==> config.mk <==
export PLATFORM = sky130hd
export DESIGN_NAME = pipeline_issue_queue
export DESIGN_NICKNAME = d
export VERILOG_FILES = /design/src/rtl/pipeline_issue_queue.sv
export SDC_FILE = /design/constraint.sdc
export NUM_CORES = 1
export LEC_CHECK = 0
export ABC_CLOCK_PERIOD_IN_PS = 2290
export CAP_MARGIN = 20
export CELL_PAD_IN_SITES_DETAIL_PLACEMENT = 0
export CELL_PAD_IN_SITES_GLOBAL_PLACEMENT = 1
export CORE_ASPECT_RATIO = 0.75
export CORE_MARGIN = 5
export CORE_UTILIZATION = 41
export DETAILED_ROUTE_END_ITERATION = 10
export PLACE_DENSITY_LB_ADDON = 0.12
export SYNTH_ARGS = -nofsm -noshare
export SYNTH_HDL_FRONTEND = slang
export SYNTH_SLANG_ARGS = --single-unit
==> constraint.sdc <==
create_clock -name clk -period 2.29 [get_ports clk]
set_input_delay 0.458 -clock clk [delete_from_list [all_inputs] [get_ports clk]]
set_output_delay 0.458 -clock clk [all_outputs]
set_load 0.01 [all_outputs]
==> src/rtl/pipeline_issue_queue.sv <==
// pipeline_issue_queue: FIFO-buffered issue stage with a registered output register feeding the
// ALU/parity pipeline. Define PIPELINE_ISSUE_ONEHOT_CHECK_EN to screen out non-one-hot fncodes.
module pipeline_issue_queue #(
    parameter int DEPTH = 4
) (
    input  logic                     clk,
    input  logic                     rst,
    input  logic                     in_valid,
    output logic                     in_ready,
    input  logic [7:0]               in_fncode,
    input  logic [3:0]               in_srcA,
    input  logic [3:0]               in_srcB,
    output logic                     out_valid,
    input  logic                     out_stall,
    output logic [7:0]               out_fncode,
    output logic [3:0]               out_srcA,
    output logic [3:0]               out_srcB,
    output logic [$clog2(DEPTH):0]   count,
    output logic                     bad_fncode,
    output logic [7:0]               drop_count
);

    localparam int PTR_W = $clog2(DEPTH);
    localparam logic [PTR_W-1:0] PTR_ONE  = PTR_W'(1);
    localparam logic [PTR_W:0]   CNT_ONE  = (PTR_W + 1)'(1);
    localparam logic [PTR_W:0]   CNT_FULL = (PTR_W + 1)'(DEPTH);

    logic [15:0]      mem [DEPTH];
    logic [PTR_W-1:0] wr_ptr;
    logic [PTR_W-1:0] rd_ptr;
    logic             full;
    logic             push;
    logic             fncode_ok;
    logic             write_en;
    logic             adv;
    logic             pop;

    // in_ready looks only at registered occupancy, so out_stall never reaches it combinationally
    assign full     = (count == CNT_FULL);
    assign in_ready = !full && !rst;
    assign push     = in_valid && in_ready;
    assign adv      = !out_valid || !out_stall;
    assign pop      = adv && (count != '0);
    assign write_en = push && fncode_ok;

`ifdef PIPELINE_ISSUE_ONEHOT_CHECK_EN
    assign fncode_ok = (in_fncode != 8'd0) && ((in_fncode & (in_fncode - 8'd1)) == 8'd0);
`else
    assign fncode_ok = 1'b1;
`endif

    always_ff @(posedge clk) begin
        if (write_en) begin
            mem[wr_ptr] <= {in_fncode, in_srcA, in_srcB};
        end
    end

    // Output register only reloads when empty or being consumed; a stalled operation is held
    always_ff @(posedge clk) begin
        if (rst) begin
            wr_ptr     <= '0;
            rd_ptr     <= '0;
            count      <= '0;
            out_valid  <= 1'b0;
            out_fncode <= '0;
            out_srcA   <= '0;
            out_srcB   <= '0;
        end else begin
            if (write_en) begin
                wr_ptr <= wr_ptr + PTR_ONE;
            end
            if (adv) begin
                out_valid <= (count != '0);
                if (pop) begin
                    {out_fncode, out_srcA, out_srcB} <= mem[rd_ptr];
                    rd_ptr <= rd_ptr + PTR_ONE;
                end
            end
            if (write_en && !pop) begin
                count <= count + CNT_ONE;
            end else if (!write_en && pop) begin
                count <= count - CNT_ONE;
            end
        end
    end

`ifdef PIPELINE_ISSUE_ONEHOT_CHECK_EN
    // Rejected handshakes are still consumed; flag them one cycle later and tally them
    always_ff @(posedge clk) begin
        if (rst) begin
            bad_fncode <= 1'b0;
            drop_count <= '0;
        end else begin
            bad_fncode <= push && !fncode_ok;
            if (push && !fncode_ok && drop_count != 8'hFF) begin
                drop_count <= drop_count + 8'd1;
            end
        end
    end
`else
    assign bad_fncode = 1'b0;
    assign drop_count = '0;
`endif

endmodule

# Yosys cells after proc, flatten, opt, wreduce, memory -nomap -nowiden
# Memory sizes are Yosys's and may differ from the RTL's. A register that Yosys moved wholly into a read port is not among the register bits.
# Cells that the tools add are included.
# Widths: inputs -> output; s select.
# word_totals
ff_bits,8
mem_bits_rw,64
input_bits,20
out_inout_bits,30
elab_cells,29
memories,1
# memory_table
memory,words,word_bits,read_ports,rd_ports_with_merged_regs,wr,line_no,text
mem,4,16,1,1,1,28,logic [15:0] mem [DEPTH];
# op_classes
n_addsub,4
eq_ne,1
muxes,4
n_reduce_logical,15
# ops
cell,count
$logic_not 1->1,6
$mux 3,2
$logic_and 1x1->1,5
$add 2x1->2 const B,2
$add 3x1->3 const B,1
$eq 3x3->1 const B,1
$reduce_bool 3->1,1
$sub 3x1->3 const B,1
$mux 1,2
$reduce_and 2->1,1
$reduce_bool 2->1,1
$logic_or 1x1->1,1

# Depth between registers and ports, before layout
# logic_depth
ltp_word,8
ltp_mapped,8
ltp_nobuf,8

# Least setup slack after synthesis
# Ideal clock, no wire load.
# synth_timing
kind,register to register
from,register count[0]
to,register count[2]
setup_time_ns,0.070
t_arrival_ns,2.213
required_time_ns,2.220
path_slack_ns,0.006
path_stages_with_launch,9
path_buffers,0
period_less_slack_ns,2.284
cell_sequence,dfxtp_1 > nor3b_1 > nor3b_2 > ha_1 > inv_1 > fa_1 > xor2_1 > or3_2 > a21oi_1
# synth_between
elab_chain_cells,7
word_cells_on_any_way,15
classes_between,add/sub: 2; eq/ne: 1; mux: 2; reduce/logical: 10
# synth_rtl
element,line_no,text
"start, declared",18,"output logic [$clog2(DEPTH):0] count,"
"start signal, assigned",80,count <= count + CNT_ONE;
"start signal, assigned",82,count <= count - CNT_ONE;
$eq 3x3->1 *,39,assign full = (count == CNT_FULL);
$logic_not 1->1 *,40,assign in_ready = !full && !rst;
$logic_and 1x1->1 *,40,
$logic_and 1x1->1 *,41,assign push = in_valid && in_ready;
named net push,32,logic push;
$logic_not 1->1,81,end else if (!write_en && pop) begin
$logic_and 1x1->1,81,
$reduce_bool 2->1 (no line),n/a,
# The timed path passes the listed nets; every way through them passes the cells marked *. The select of a mux whose other input is x is not followed.
# A chain may end at the register's enable or synchronous reset.

# Worst setup path after layout
# layout_timing
from,input rst
to,output in_ready
# layout_between
elab_chain_cells,2
# layout_rtl
element,line_no,text
"start, declared",7,"input logic rst,"
$logic_not 1->1,40,
$logic_and 1x1->1,40,
"end, declared",9,"output logic in_ready,"
# No other way between the ends.

==> out/qor.csv <==
stage,metric,value,unit
layout,flip-flop and latch area,2410,µm²
sta,worst slew pin tran,0.599,ns
drt,routed wire length,6330,µm
grt,total track usage,13.6,%
yosys,number of flops mapped to enable cells by yosys,64,
drt,routed vias/inst,5.00,
place,count of input and output buffers,40,
setup_path,worst r2r src,count[1],
layout,synth-to-layout area growth,24.3,%
grt,GRT Residual Overflow,0,
layout,antenna cell count,0,
layout,Multi-input gate area,873,µm²
floorplan,DIE WIDTH,115,µm
sta,FMAX,445,MHz
yosys,post-synth cell types,33,
min_path,hold-critical path depth,1,
drt,DRC Markers,0,
floorplan,CORE AREA,7950,µm²
drt,Initial DRT Pass Iterations,4,
floorplan,die height,88.5,µm
floorplan,Initial Util,42.4,%
drt,drt initial violations,60,
power,Pwr Density,1110,nW/µm²
yosys,Gate Count Post-Synth,180,
sta,final worst slack,0.0451,ns
clocking,clock sinks,88,
setup_path,depth of the worst register-to-register path,8,
clocking,clock latency on the worst-skew pair,0.36,ns
yosys,ys async rst share,0,%
sta,fin. max-slew vios,0,
yosys,register area share after synthesis,71.2,%
place,HPWL Detailed,4000,µm
yosys,syn avg cell area,18.7,µm²
floorplan,die footprint,10200,µm²
sta,Rel. slew slack,60.0,%
sta,setup violators final,0,
drt,Antenna Nets Post-Route,0,
flow_run,Max Cap Viol,0,
clocking,clk slew on worst S/H paths,0.09,ns
sta,clk_skew,0.00667,ns
clocking,CTS Buffer Depth,2,
clocking,hold_buf cts,0,
grt,initial antenna violation count,0,
setup_path,crit path kind,input port to output port,
setup_path,kind of end point of the critical path,output port,
yosys,YS warnings,0,
grt,largest net degree at the start of global routing,18,
grt,first-pass GRT wire length,9890,µm
floorplan,# IOs,50,
sta,crit share post-route,98.0,%
yosys,synthesis-stage register bit count,88,
setup_path,CP Max Fanout,12,
layout,total of fill cells in the finished design,615,
grt,number of global-route vias before repair,1852,
setup_path,Worst EP required,1.83,ns
clocking,Num CTS Buffers,9,
drt,routed len/inst,18.1,µm
sta,minimum clock period,2.24,ns
drt,routed via count,1751,
place,dpl ws,-0.267,ns
layout,layout cell share with drive strength beyond 1,28.2,%
setup_path,startpoint types,input port,
power,Leak Pwr,0.00145,µW
yosys,Synth Cell Area,3370,µm²
place,RePlAce Congestion,0.789,
min_path,Hold Path Sink,out_fncode[0],
setup_path,Worst Path Arrival,1.79,ns
power,worst vdd ir,0.000460,V
floorplan,Rows,28,
setup_path,R2R Setup Slk,0.14,ns
yosys,Synth Flop Type,edfxtp_1,
sta,Fin. Hold Viols,0,
layout,"Design Area, Final",4190,µm²
min_path,beginning of the worst hold path,out_fncode[0],
setup_path,worst r2r dst,count[2],
min_path,classification of the worst-slack hold path,register to register,
layout,# nets final,266,
status,status,"finished, final reports clean",
place,DP Area,3970,µm²
clocking,root buf cell,clkbuf_8,
clocking,CTS tree,done,
clocking,number of H-tree levels,3,
worst max-delay path, cell delays in order:
cell	delay [ns]
clkdlybuf4s50_1	0.45
buf_4	0.21
nor2_1	0.11
clkdlybuf4s50_1	0.55
routing by layer:
layer	vias to the layer above	GRT usage [%]	share of wire [%]	routed length, µm
li1	802	-	-	-
met5	-	0	0	0
met4	0	3.84	1.3	80
met3	10	6.29	6.9	438
met2	46	23.5	51	3220
met1	893	15.4	41	2590
cell type report:
type / count / share of cell area (%)
clock inverters: 7 / 1.52
flip-flops and latches: 88 / 57.5
inverters: 3 / 0.269
multi-input cells: 81 / 20.8
repair buffers: 57 / 13.8
well taps: 105 / 3.14
clock buffers: 9 / 2.96
how the worst max path moves through the flow:
| stage | from | endpoint | slack, ns | cells after the start |
|---|---|---|---|---|
| floorplan | count[0] | count[2] | 0.006 | 8 |
| global placement | rst | count[2] | -0.16 | 8 |
| detailed placement | rst | count[2] | -0.27 | 8 |
| CTS | count[2] | count[2] | 0.03 | 8 |
| global route | rst | in_ready | -0.008 | 4 |
| finish | rst | in_ready | 0.05 | 4 |
cell families (layout without fill, tap and decap cells):
kind of cell,after synthesis,count (layout),synth area share (%)
muxes,20,20,11.9
other,1,9,0.111
and+or+nand+nor,22,22,4.01
AOI/OAI and AO/OA,22,22,5.68
buffers and inverters,19,76,4.04
DFF,88,88,71.2
xor gates and xnor gates,2,2,0.520
adders and majority gates,6,6,2.45
through the flow:
stage / cells / hold slack, ns / TNS [ns] / utilization (%) / power [µW]
floorplan: 188 / 0.475 / 0 / - / 3060
global placement: 332 / 0.455 / -0.164 / 49.9 / 3630
detailed placement: 332 / 0.469 / -0.267 / 49.9 / 3680
CTS: 348 / 0.492 / 0 / 52.3 / 4690
global route: 350 / 0.502 / -0.00772 / 52.7 / 4920
finish: 350 / 0.490 / 0 / 52.7 / 4650
cell usage in the layout, fill, tap and decap left out, drive strengths merged:
cell	count
a21oi	4
nor2	5
nor3b	2
clkbuf	9
nand2	2
fa	1
inv	7
o21ai	2
or3	3
nand3	1
conb	9
clkinv	3
buf	17
nor3	2
clkdlybuf4s50	40
nand2b	1
xor2	2
nor2b	1
a22o	16
mux2i	2
mux4	16
and2	5
dfxtp	24
mux2	2
ha	5
edfxtp	64
Yosys cell counts (3+ instances only):
cell | number | area share [%]
and2_1 | 5 | 0.93
edfxtp_1 | 64 | 57
ha_1 | 5 | 1.9
a21oi_1 | 3 | 0.45
buf_4 | 10 | 2.2
dfxtp_1 | 24 | 14
inv_1 | 3 | 0.33
nor2_1 | 5 | 0.56
a22o_2 | 8 | 2.4
mux4_2 | 16 | 11
a22o_1 | 8 | 2.1
repair_timing:
item / in CTS / in global routing
buffers inserted: 0 / 2
setup endpoints to repair: 0 / 1
gates resized for setup: 0 / 7
sequential cells by signal, indices dropped and copies added, names as in the netlist:
signal and flops:
out_srcB 4, wr_ptr 2, rd_ptr 2, out_fncode 8
mem 64, count 3, out_srcA 4, out_valid 1
where the power goes:
part / internal [µW] / leakage (µW) / total, µW / switching, µW
clock: 418 / 0.0000967 / 989 / 571
sequential: 1980 / 0.000780 / 2140 / 161
combinational: 875 / 0.000572 / 1520 / 648
Power figures use the tool's default switching activity.
